===== src/rtl/reg_xfer_seq_pkg.sv =====
// rtl/reg_xfer_seq_pkg.sv - shared command, selector and state types for reg_xfer_seq
package reg_seq_pkg;

   typedef enum logic [2:0] {
      OP_NOP    = 3'd0,
      OP_RD8    = 3'd1,
      OP_RD16   = 3'd2,
      OP_WR8    = 3'd3,
      OP_WR16   = 3'd4,
      OP_EXX    = 3'd5,
      OP_EXAF   = 3'd6,
      OP_EXDEHL = 3'd7
   } cmd_op_t;

   typedef enum logic [1:0] {
      SYS_SP = 2'd0,
      SYS_WZ = 2'd1,
      SYS_PC = 2'd2,
      SYS_IR = 2'd3
   } sys_sel_t;

   typedef enum logic [2:0] {
      ST_IDLE  = 3'd0,
      ST_PH_LO = 3'd1,
      ST_PH_HI = 3'd2,
      ST_WHOLD = 3'd3,
      ST_EXCH  = 3'd4,
      ST_GAP   = 3'd5
   } seq_state_t;

   localparam int WR_HOLD_MAX = 3;
   localparam int EX_GAP_MAX  = 3;

endpackage


===== src/rtl/reg_xfer_seq_if.sv =====
// rtl/reg_xfer_seq_if.sv - valid/ready command port of reg_xfer_seq
interface reg_xfer_seq_if;

   logic       cmd_valid;
   logic       cmd_ready;
   logic [2:0] cmd_op;
   logic       cmd_sys;
   logic [2:0] cmd_sel;
   logic       cmd_hi;
   logic       cmd_sp;
   logic       cmd_ixiy;
   logic       cmd_ix;
   logic       cmd_bridge;

   modport master (
      output cmd_valid, cmd_op, cmd_sys, cmd_sel, cmd_hi, cmd_sp,
             cmd_ixiy, cmd_ix, cmd_bridge,
      input  cmd_ready
   );

   modport slave (
      input  cmd_valid, cmd_op, cmd_sys, cmd_sel, cmd_hi, cmd_sp,
             cmd_ixiy, cmd_ix, cmd_bridge,
      output cmd_ready
   );

endinterface


===== src/rtl/reg_xfer_seq.sv =====
// rtl/reg_xfer_seq.sv - turns one-word register-transfer commands into reg_control strobes
module reg_xfer_seq
   import reg_seq_pkg::*;
#(
   parameter int WR_HOLD = 1,
   parameter int EX_GAP  = 1
) (
   input  logic              clk,
   input  logic              reset,
   reg_xfer_seq_if.slave     cmd,
   output logic              ctl_reg_sel_gp,
   output logic              ctl_reg_sel_gp_16,
   output logic              ctl_reg_sel_sp,
   output logic              ctl_reg_gp_oe,
   output logic              ctl_reg_use_sp,
   output logic              ctl_reg_sel_wz,
   output logic              ctl_reg_sel_pc,
   output logic              ctl_reg_sel_ir,
   output logic              ctl_reg_sel_sys_hi,
   output logic              ctl_reg_sel_sys_lo,
   output logic              ctl_reg_sys_oe,
   output logic              ctl_reg_use_ixiy,
   output logic              ctl_reg_use_ix,
   output logic              ctl_reg_exx,
   output logic              ctl_reg_ex_af,
   output logic              ctl_reg_ex_de_hl,
   output logic [2:0]        reg_sel,
   output logic              ctl_sw_4,
   output logic              done,
   output logic              err
);

   // Counters reload with "cycles remaining minus one" after the first cycle of a phase.
   localparam logic [1:0] WR_CNT = 2'(WR_HOLD - 2);
   localparam logic [1:0] EX_CNT = 2'(EX_GAP - 1);

   seq_state_t state_q, state_d;
   cmd_op_t    op_q, op_d;
   logic       sys_q, sys_d;
   logic [2:0] sel_q, sel_d;
   logic       sp_q, sp_d;
   logic       ixiy_q, ixiy_d;
   logic       ix_q, ix_d;
   logic       bridge_q, bridge_d;
   logic       half_q, half_d;
   logic [1:0] cnt_q, cnt_d;
   logic       done_q, done_d;
   logic       err_q, err_d;

   cmd_op_t in_op;
   logic    in_wide, in_ex, in_xfer, in_illegal;
   logic    is_wr, is_wide, end_phase;

   always_comb begin
      in_op      = cmd_op_t'(cmd.cmd_op);
      in_wide    = (in_op == OP_RD16) || (in_op == OP_WR16);
      in_ex      = (in_op == OP_EXX) || (in_op == OP_EXAF) || (in_op == OP_EXDEHL);
      in_xfer    = (in_op != OP_NOP) && !in_ex;
      in_illegal = cmd.cmd_sys && ((in_xfer && cmd.cmd_sel[2]) || in_ex);
      is_wr      = (op_q == OP_WR8) || (op_q == OP_WR16);
      is_wide    = (op_q == OP_RD16) || (op_q == OP_WR16);
   end

   always_comb begin
      state_d   = state_q;
      op_d      = op_q;
      sys_d     = sys_q;
      sel_d     = sel_q;
      sp_d      = sp_q;
      ixiy_d    = ixiy_q;
      ix_d      = ix_q;
      bridge_d  = bridge_q;
      half_d    = half_q;
      cnt_d     = cnt_q;
      done_d    = 1'b0;
      err_d     = err_q;
      end_phase = 1'b0;
      case (state_q)
         ST_IDLE: begin
            if (cmd.cmd_valid) begin
               op_d     = in_op;
               sys_d    = cmd.cmd_sys;
               sel_d    = cmd.cmd_sel;
               sp_d     = cmd.cmd_sp;
               ixiy_d   = cmd.cmd_ixiy;
               ix_d     = cmd.cmd_ix;
               bridge_d = cmd.cmd_bridge;
               half_d   = cmd.cmd_sys && !in_wide && cmd.cmd_hi;
               cnt_d    = WR_CNT;
               if (in_illegal) begin
                  err_d  = 1'b1;
                  done_d = 1'b1;
               end else if (in_op == OP_NOP) begin
                  done_d = 1'b1;
               end else if (in_ex) begin
                  state_d = ST_EXCH;
               end else begin
                  state_d = half_d ? ST_PH_HI : ST_PH_LO;
               end
            end
         end
         ST_PH_LO, ST_PH_HI: begin
            if (is_wr && (WR_HOLD > 1)) state_d = ST_WHOLD;
            else                        end_phase = 1'b1;
         end
         ST_WHOLD: begin
            if (cnt_q == 2'd0) end_phase = 1'b1;
            else               cnt_d = cnt_q - 2'd1;
         end
         ST_EXCH: begin
            if (EX_GAP == 0) begin
               state_d = ST_IDLE;
               done_d  = 1'b1;
            end else begin
               state_d = ST_GAP;
               cnt_d   = EX_CNT;
            end
         end
         ST_GAP: begin
            if (cnt_q == 2'd0) begin
               state_d = ST_IDLE;
               done_d  = 1'b1;
            end else begin
               cnt_d = cnt_q - 2'd1;
            end
         end
         default: state_d = ST_IDLE;
      endcase
      // A 16-bit system transfer runs its low phase first, then the high phase.
      if (end_phase) begin
         if (sys_q && is_wide && !half_q) begin
            state_d = ST_PH_HI;
            half_d  = 1'b1;
            cnt_d   = WR_CNT;
         end else begin
            state_d = ST_IDLE;
            done_d  = 1'b1;
         end
      end
   end

   always_ff @(posedge clk) begin
      if (reset) begin
         state_q  <= ST_IDLE;
         op_q     <= OP_NOP;
         sys_q    <= 1'b0;
         sel_q    <= 3'd0;
         sp_q     <= 1'b0;
         ixiy_q   <= 1'b0;
         ix_q     <= 1'b0;
         bridge_q <= 1'b0;
         half_q   <= 1'b0;
         cnt_q    <= 2'd0;
         done_q   <= 1'b0;
         err_q    <= 1'b0;
      end else begin
         state_q  <= state_d;
         op_q     <= op_d;
         sys_q    <= sys_d;
         sel_q    <= sel_d;
         sp_q     <= sp_d;
         ixiy_q   <= ixiy_d;
         ix_q     <= ix_d;
         bridge_q <= bridge_d;
         half_q   <= half_d;
         cnt_q    <= cnt_d;
         done_q   <= done_d;
         err_q    <= err_d;
      end
   end

   assign cmd.cmd_ready = (state_q == ST_IDLE);
   assign done          = done_q;
   assign err           = err_q;

   always_comb begin
      ctl_reg_sel_gp     = 1'b0;
      ctl_reg_sel_gp_16  = 1'b0;
      ctl_reg_sel_sp     = 1'b0;
      ctl_reg_gp_oe      = 1'b0;
      ctl_reg_use_sp     = 1'b0;
      ctl_reg_sel_wz     = 1'b0;
      ctl_reg_sel_pc     = 1'b0;
      ctl_reg_sel_ir     = 1'b0;
      ctl_reg_sel_sys_hi = 1'b0;
      ctl_reg_sel_sys_lo = 1'b0;
      ctl_reg_sys_oe     = 1'b0;
      ctl_reg_use_ixiy   = 1'b0;
      ctl_reg_use_ix     = 1'b0;
      ctl_reg_exx        = 1'b0;
      ctl_reg_ex_af      = 1'b0;
      ctl_reg_ex_de_hl   = 1'b0;
      reg_sel            = 3'd0;
      ctl_sw_4           = 1'b0;
      if ((state_q == ST_PH_LO) || (state_q == ST_PH_HI) || (state_q == ST_WHOLD)) begin
         ctl_reg_use_ixiy = ixiy_q;
         ctl_reg_use_ix   = ix_q;
         ctl_sw_4         = bridge_q;
         if (!sys_q) begin
            ctl_reg_sel_gp    = 1'b1;
            ctl_reg_sel_gp_16 = is_wide;
            ctl_reg_sel_sp    = is_wide && sp_q;
            ctl_reg_gp_oe     = !is_wr;
            reg_sel           = sel_q;
         end else begin
            case (sys_sel_t'(sel_q[1:0]))
               SYS_SP:  ctl_reg_use_sp = 1'b1;
               SYS_WZ:  ctl_reg_sel_wz = 1'b1;
               SYS_PC:  ctl_reg_sel_pc = 1'b1;
               default: ctl_reg_sel_ir = 1'b1;
            endcase
            ctl_reg_sel_sys_hi = half_q;
            ctl_reg_sel_sys_lo = !half_q;
            ctl_reg_sys_oe     = !is_wr;
         end
      end else if (state_q == ST_EXCH) begin
         ctl_reg_exx      = (op_q == OP_EXX);
         ctl_reg_ex_af    = (op_q == OP_EXAF);
         ctl_reg_ex_de_hl = (op_q == OP_EXDEHL);
      end
   end

endmodule


===== src/flat_wrapper.sv =====
// flat-port wrapper written by rule: the top's interface ports become plain ports
module reg_xfer_seq_flat import reg_seq_pkg::*;
#(
   parameter int WR_HOLD = 1,
   parameter int EX_GAP  = 1
)
  (clk, reset, ctl_reg_sel_gp, ctl_reg_sel_gp_16, ctl_reg_sel_sp, ctl_reg_gp_oe, ctl_reg_use_sp, ctl_reg_sel_wz, ctl_reg_sel_pc, ctl_reg_sel_ir, ctl_reg_sel_sys_hi, ctl_reg_sel_sys_lo, ctl_reg_sys_oe, ctl_reg_use_ixiy, ctl_reg_use_ix, ctl_reg_exx, ctl_reg_ex_af, ctl_reg_ex_de_hl, reg_sel, ctl_sw_4, done, err, cmd_cmd_valid, cmd_cmd_op, cmd_cmd_sys, cmd_cmd_sel, cmd_cmd_hi, cmd_cmd_sp, cmd_cmd_ixiy, cmd_cmd_ix, cmd_cmd_bridge, cmd_cmd_ready);
  reg_xfer_seq_if cmd_i ();
  input  logic clk;
  input  logic reset;
  output logic ctl_reg_sel_gp;
  output logic ctl_reg_sel_gp_16;
  output logic ctl_reg_sel_sp;
  output logic ctl_reg_gp_oe;
  output logic ctl_reg_use_sp;
  output logic ctl_reg_sel_wz;
  output logic ctl_reg_sel_pc;
  output logic ctl_reg_sel_ir;
  output logic ctl_reg_sel_sys_hi;
  output logic ctl_reg_sel_sys_lo;
  output logic ctl_reg_sys_oe;
  output logic ctl_reg_use_ixiy;
  output logic ctl_reg_use_ix;
  output logic ctl_reg_exx;
  output logic ctl_reg_ex_af;
  output logic ctl_reg_ex_de_hl;
  output logic [2:0] reg_sel;
  output logic ctl_sw_4;
  output logic done;
  output logic err;
  input wire logic [$bits(cmd_i.cmd_valid)-1:0] cmd_cmd_valid;
  input wire logic [$bits(cmd_i.cmd_op)-1:0] cmd_cmd_op;
  input wire logic [$bits(cmd_i.cmd_sys)-1:0] cmd_cmd_sys;
  input wire logic [$bits(cmd_i.cmd_sel)-1:0] cmd_cmd_sel;
  input wire logic [$bits(cmd_i.cmd_hi)-1:0] cmd_cmd_hi;
  input wire logic [$bits(cmd_i.cmd_sp)-1:0] cmd_cmd_sp;
  input wire logic [$bits(cmd_i.cmd_ixiy)-1:0] cmd_cmd_ixiy;
  input wire logic [$bits(cmd_i.cmd_ix)-1:0] cmd_cmd_ix;
  input wire logic [$bits(cmd_i.cmd_bridge)-1:0] cmd_cmd_bridge;
  output wire logic [$bits(cmd_i.cmd_ready)-1:0] cmd_cmd_ready;
  assign cmd_i.cmd_valid = cmd_cmd_valid;
  assign cmd_i.cmd_op = cmd_cmd_op;
  assign cmd_i.cmd_sys = cmd_cmd_sys;
  assign cmd_i.cmd_sel = cmd_cmd_sel;
  assign cmd_i.cmd_hi = cmd_cmd_hi;
  assign cmd_i.cmd_sp = cmd_cmd_sp;
  assign cmd_i.cmd_ixiy = cmd_cmd_ixiy;
  assign cmd_i.cmd_ix = cmd_cmd_ix;
  assign cmd_i.cmd_bridge = cmd_cmd_bridge;
  assign cmd_cmd_ready = cmd_i.cmd_ready;
  reg_xfer_seq #(.WR_HOLD(WR_HOLD), .EX_GAP(EX_GAP)) u_core (.clk(clk), .reset(reset), .cmd(cmd_i), .ctl_reg_sel_gp(ctl_reg_sel_gp), .ctl_reg_sel_gp_16(ctl_reg_sel_gp_16), .ctl_reg_sel_sp(ctl_reg_sel_sp), .ctl_reg_gp_oe(ctl_reg_gp_oe), .ctl_reg_use_sp(ctl_reg_use_sp), .ctl_reg_sel_wz(ctl_reg_sel_wz), .ctl_reg_sel_pc(ctl_reg_sel_pc), .ctl_reg_sel_ir(ctl_reg_sel_ir), .ctl_reg_sel_sys_hi(ctl_reg_sel_sys_hi), .ctl_reg_sel_sys_lo(ctl_reg_sel_sys_lo), .ctl_reg_sys_oe(ctl_reg_sys_oe), .ctl_reg_use_ixiy(ctl_reg_use_ixiy), .ctl_reg_use_ix(ctl_reg_use_ix), .ctl_reg_exx(ctl_reg_exx), .ctl_reg_ex_af(ctl_reg_ex_af), .ctl_reg_ex_de_hl(ctl_reg_ex_de_hl), .reg_sel(reg_sel), .ctl_sw_4(ctl_sw_4), .done(done), .err(err));
endmodule

===== config.mk =====
export PLATFORM = sky130hd
export DESIGN_NAME = reg_xfer_seq_flat
export DESIGN_NICKNAME = d
export VERILOG_FILES = /design/src/rtl/reg_xfer_seq_pkg.sv /design/src/rtl/reg_xfer_seq_if.sv /design/src/rtl/reg_xfer_seq.sv /design/src/flat_wrapper.sv
export SDC_FILE = /design/constraint.sdc
export NUM_CORES = 1
export LEC_CHECK = 0
export CELL_PAD_IN_SITES_DETAIL_PLACEMENT = 0
export CELL_PAD_IN_SITES_GLOBAL_PLACEMENT = 1
export CORE_ASPECT_RATIO = 1.1
export CORE_MARGIN = 2
export CORE_UTILIZATION = 28
export DETAILED_ROUTE_END_ITERATION = 7
export PLACE_DENSITY_LB_ADDON = 0.05
export SLEW_MARGIN = 30
export SYNTH_ARGS = -nofsm -noshare
export SYNTH_HDL_FRONTEND = slang
export SYNTH_SLANG_ARGS = --single-unit

===== constraint.sdc =====
create_clock -name clk -period 1.6 [get_ports clk]
set_input_delay 0.48 -clock clk [delete_from_list [all_inputs] [get_ports clk]]
set_output_delay 0.48 -clock clk [all_outputs]
set_load 0.05 [all_outputs]

==> impl_summary.md <==
Status
The run finished, with violations left. The checks that failed: setup timing.

Setup path
The critical setup path kind is register to primary output. The destination of the worst register-to-register timing path is u_core.state_q[1]$_SDFFE_PP0P_. Of all nets on the critical path, the largest fanout is 5. The capturing element type of the critical path is a primary output. Walking the worst path, the cells encountered are nor2_4 > nor3_4 > nor3b_4 > and2_4 > buf_12.

The largest single stage delay on the critical path is 390 ps. The slowest cell on the critical path is sky130_fd_sc_hd__dfxtp_4. The worst register-to-register path begins at u_core.state_q[2]$_SDFFE_PP0P_. For flop-to-flop paths, the worst setup slack is -120 ps. The worst setup path is launched from a register. The path depth of the worst reg2reg path is 7. The required time of the critical path is 1120 ps. STA puts the critical path data arrival time at 1410 ps.

Worst hold path
The tightest min-delay check is of the register to register type. The beginning of the worst hold path is u_core.bridge_q$_SDFFE_PP0P_. For hold timing, the worst endpoint is u_core.bridge_q$_SDFFE_PP0P_. The hold path depth is 2.

Global routing
The number of global-route vias before repair came to 1387. Entering global routing, the biggest net connects 21 pins. The global-route wire length before repair is 6490 um. The total congestion overflow after global routing is 0. The number of antenna violations at the first check in global routing is 0. The total routing resource utilization after global routing is 18.3%.

Power and ir drop
The sequential share of power is 31.7%. In this run, the combinational gates consume 50.5% of the power. The power per unit of standard cell area is 753 nW/um^2. The switching share of power is 35.5%. The switching power total is 659 uW. For this design the static power due to leakage is 0.000996 uW. IR analysis of the VDD net gives a maximum drop of 0.000447 V.

The total design power is 1860 uW. Per report_power, the clock group accounts for 17.8% of the total. Internal power comes to 1200 uW.

Synthesis
For this run, asynchronously set or reset flops after synthesis account for 0%. The count of cell types in the netlist is 41. Sequential elements use 34.9% of the synthesized area. After synthesis, the largest area contributor takes up 34.9% of total cell area.

During synthesis, Yosys emitted a total of 0 warnings. The mean instance size in the synthesized netlist is 7.63 sq um. The flip-flop and latch count after synthesis is 19. In the synthesized netlist the dominant register cell turns out to be sky130_fd_sc_hd__dfxtp_1. The synthesized netlist devotes 22.9% of its cell area to compound gates.

The most frequent cell after synthesis is sky130_fd_sc_hd__nand2_1. The net count of the mapped netlist is 158. The number of synthesized flops with an enable pin is 0. Summing the areas of all and, or, nand and nor instances in the mapped netlist gives 36.6% of the synthesized area. Synthesis produced a netlist whose cell count is 143.

The mapped netlist covers 1090 sq um. By area, the combinational part of the netlist is dominated by simple AND/OR/NAND/NOR gates. Sorting the synthesized cells by how often they occur yields sky130_fd_sc_hd__nand2_1 (30), sky130_fd_sc_hd__dfxtp_1 (19), sky130_fd_sc_hd__a21oi_1 (12), sky130_fd_sc_hd__and2_1 (8), sky130_fd_sc_hd__nor2_1 (8). Sorting the synthesized cells by area gives the leading types as sky130_fd_sc_hd__dfxtp_1 (35%), sky130_fd_sc_hd__nand2_1 (10%), sky130_fd_sc_hd__a21oi_1 (5.5%), sky130_fd_sc_hd__nor3b_1 (4.8%), sky130_fd_sc_hd__and2_1 (4.6%). The cell taking the most area after synthesis is sky130_fd_sc_hd__dfxtp_1. The arithmetic-cell share of the synthesized area counting full adders, half adders and majority gates is 0%. In the synthesized netlist, mux cells make up 0% of the area. The post-synthesis share of cell area spent on xor and xnor gates is 2.41%.

Place
In this run the tool buffered the top-level ports with 37 buffer cells. Timing analysis after detailed placement gives a worst setup slack of -407 ps. The HPWL after detailed placement is 2640 um. Routability-driven placement finished with a final weighted congestion of 0.821.

Floorplanning
The die covers 4410 sq um. For this configuration, the core starts out at a cell density of 29.6%. The core outline area is 3680 sq um. The die is 69.5 um tall. The floorplan has 23 rows. The count of pins on the block boundary is 38. The die is 63.5 um wide.

Detailed routing
The mean routed wirelength per cell is 13.9 um. The post-detailed-route DRC marker count is 0. The first detailed-routing pass took 4 iterations. The detailed router placed 1359 vias in this run. The final wirelength is 3870 um. In this run, the number of DRC markers left after iteration 0 of detailed routing was 51. The via-per-instance ratio is 4.87.

The count of nets left with antenna violations after detail routing is 0.

Timing
For the final routed database, the setup TNS stands at -5270 ps. The minimum clock period after layout is 1890 ps. Setup repair after global routing could not meet its margin everywhere. Once routing completed, OpenROAD measured the worst setup slack at -293 ps. The hold violation total from the final report came to 0. The setup violation total in the final timing report is 35. The max-slew violation count is 0. The headroom to the max-slew limit is 78.5%. Of the available clock period, the critical path in the final layout requires 118%. Timing would allow up to 0.528 GHz. The clock skew is 6.11 ps. For the pin with the worst max-slew slack, the measured transition is 323 ps.

Final layout
The layout overhead on the synthesized area is 126%. After the last flow step, the layout net total stands at 245. In the final layout, the share of cells above drive strength 1 is 53.3%.

The repair_antennas step left the layout with diodes totalling 0. Measured on the finished design, the core utilization comes to 66.9%.

Clock tree
The clock transition at the registers of the reported paths is 70 ps. The root buffer cell chosen for the clock tree is sky130_fd_sc_hd__clkbuf_8. TritonCTS created 3 clock buffers.

The clock sink total is 19. The number of H-tree levels is 1. No sink is reached through more buffers than the 2 on the longest clock path. The clock tree from TritonCTS is done. The insertion delay of the later-clocked pin in the worst-skew pair is 250 ps.

Run
The number of max-capacitance violations reported is 0.
[worst max-delay path, delay by kind of cell, from the launching register on]
family	cells	cell delay [ps]
buffers and inverters	1	130
and+or+nand+nor	4	630
DFF	1	390
[registers in the layout, summed over array words and instances, names as in the netlist]
name and count:
u_core.state_q 3, u_core.ix_q 1, u_core.err 1, u_core.done 1
u_core.bridge_q 1, u_core.sp_q 1, u_core.op_q 3, u_core.ixiy_q 1
u_core.cnt_q 2, u_core.sel_q 3, u_core.sys_q 1, u_core.half_q 1
[layer usage]
layer  track usage (%)  wire [um]  part of all wire [%]
met5                 0          0                     0
met4              5.56         50                   1.3
met1              22.8       1640                    42
met3              3.57        172                   4.4
met2              31.5       2000                    52
[cell usage in the layout, fill, tap and decap left out, types with 2 or more instances in the layout]
cell type,instances
sky130_fd_sc_hd__a31oi_1,3
sky130_fd_sc_hd__dfxtp_1,12
sky130_fd_sc_hd__dfxtp_4,5
sky130_fd_sc_hd__nor2_4,4
sky130_fd_sc_hd__or4b_4,2
sky130_fd_sc_hd__nor2_1,4
sky130_fd_sc_hd__nor3_4,2
sky130_fd_sc_hd__nor3b_1,2
sky130_fd_sc_hd__buf_6,10
sky130_fd_sc_hd__a21oi_1,12
sky130_fd_sc_hd__and2_4,6
sky130_fd_sc_hd__a211oi_1,2
sky130_fd_sc_hd__dfxtp_2,2
sky130_fd_sc_hd__nand2_1,29
sky130_fd_sc_hd__o21ai_0,5
sky130_fd_sc_hd__nand3_1,3
sky130_fd_sc_hd__nor3b_4,5
sky130_fd_sc_hd__buf_12,22
sky130_fd_sc_hd__clkbuf_8,3
sky130_fd_sc_hd__buf_4,42
sky130_fd_sc_hd__a21o_1,3
sky130_fd_sc_hd__clkdlybuf4s50_1,10
sky130_fd_sc_hd__nor2b_1,2
sky130_fd_sc_hd__dlygate4sd2_1,4
[timing repair]
action,CTS,global route
setup endpoints to repair,26,38
setup buffers,10,3
pin swaps,14,9
resized for setup,36,12
hold buffers,0,0
gates cloned,0,0
[logic make-up (layout without fill, tap and decap cells)]
kind of cell	count (synthesis)	count (layout)
simple gates	75	75
flops	19	19
buf+inv	8	94
xor+xnor	3	3
compound gates	38	38
[worst max-delay path by stage]
stage | startpoint | end | slack (ps) | cells past startpoint
5_1_grt | u_core.state_q[1]$_SDFFE_PP0P_ | ctl_reg_sel_sp | -380 | 5
3_5_place_dp | cmd_cmd_op[2] | u_core.state_q[0]$_SDFFE_PP0P_ | -410 | 5
3_3_place_gp | cmd_cmd_op[2] | u_core.state_q[0]$_SDFFE_PP0P_ | -380 | 5
2_1_floorplan | u_core.state_q[1]$_SDFFE_PP0P_ | ctl_reg_sel_sp | -870 | 5
6_report | u_core.state_q[1]$_SDFFE_PP0P_ | ctl_reg_sel_sp | -290 | 5
4_1_cts | u_core.state_q[1]$_SDFFE_PP0P_ | ctl_reg_sel_sp | -300 | 5
[power groups by stage]
stage | registers, uW | logic [uW] | clock network, uW
after global routing | 598 | 1000 | 361
after detailed placement | 591 | 789 | 0
final | 588 | 938 | 330
after global placement | 588 | 779 | 0
after CTS | 586 | 880 | 339
after floorplan | 611 | 375 | 0
[final cells by class]
class / count / area (sq um)
Timing Repair Buffer: 89 / 1030
Inverter: 1 / 7.51
Tap cell: 50 / 62.6
Sequential cell: 19 / 402
Multi-Input combinational cell: 116 / 918
Clock buffer: 4 / 45.0
Fill cell: 317 / 1220
[stage by stage]
| stage | cells | hold WS [ps] | instance area, sq um |
|---|---|---|---|
| floorplan | 143 | 432 | 1240 |
| global placement | 262 | 438 | 2150 |
| detailed placement | 262 | 447 | 2150 |
| CTS | 276 | 461 | 2390 |
| global route | 279 | 474 | 2460 |
| finish | 279 | 459 | 2460 |
No activity file was read; power rests on OpenSTA's default activity.
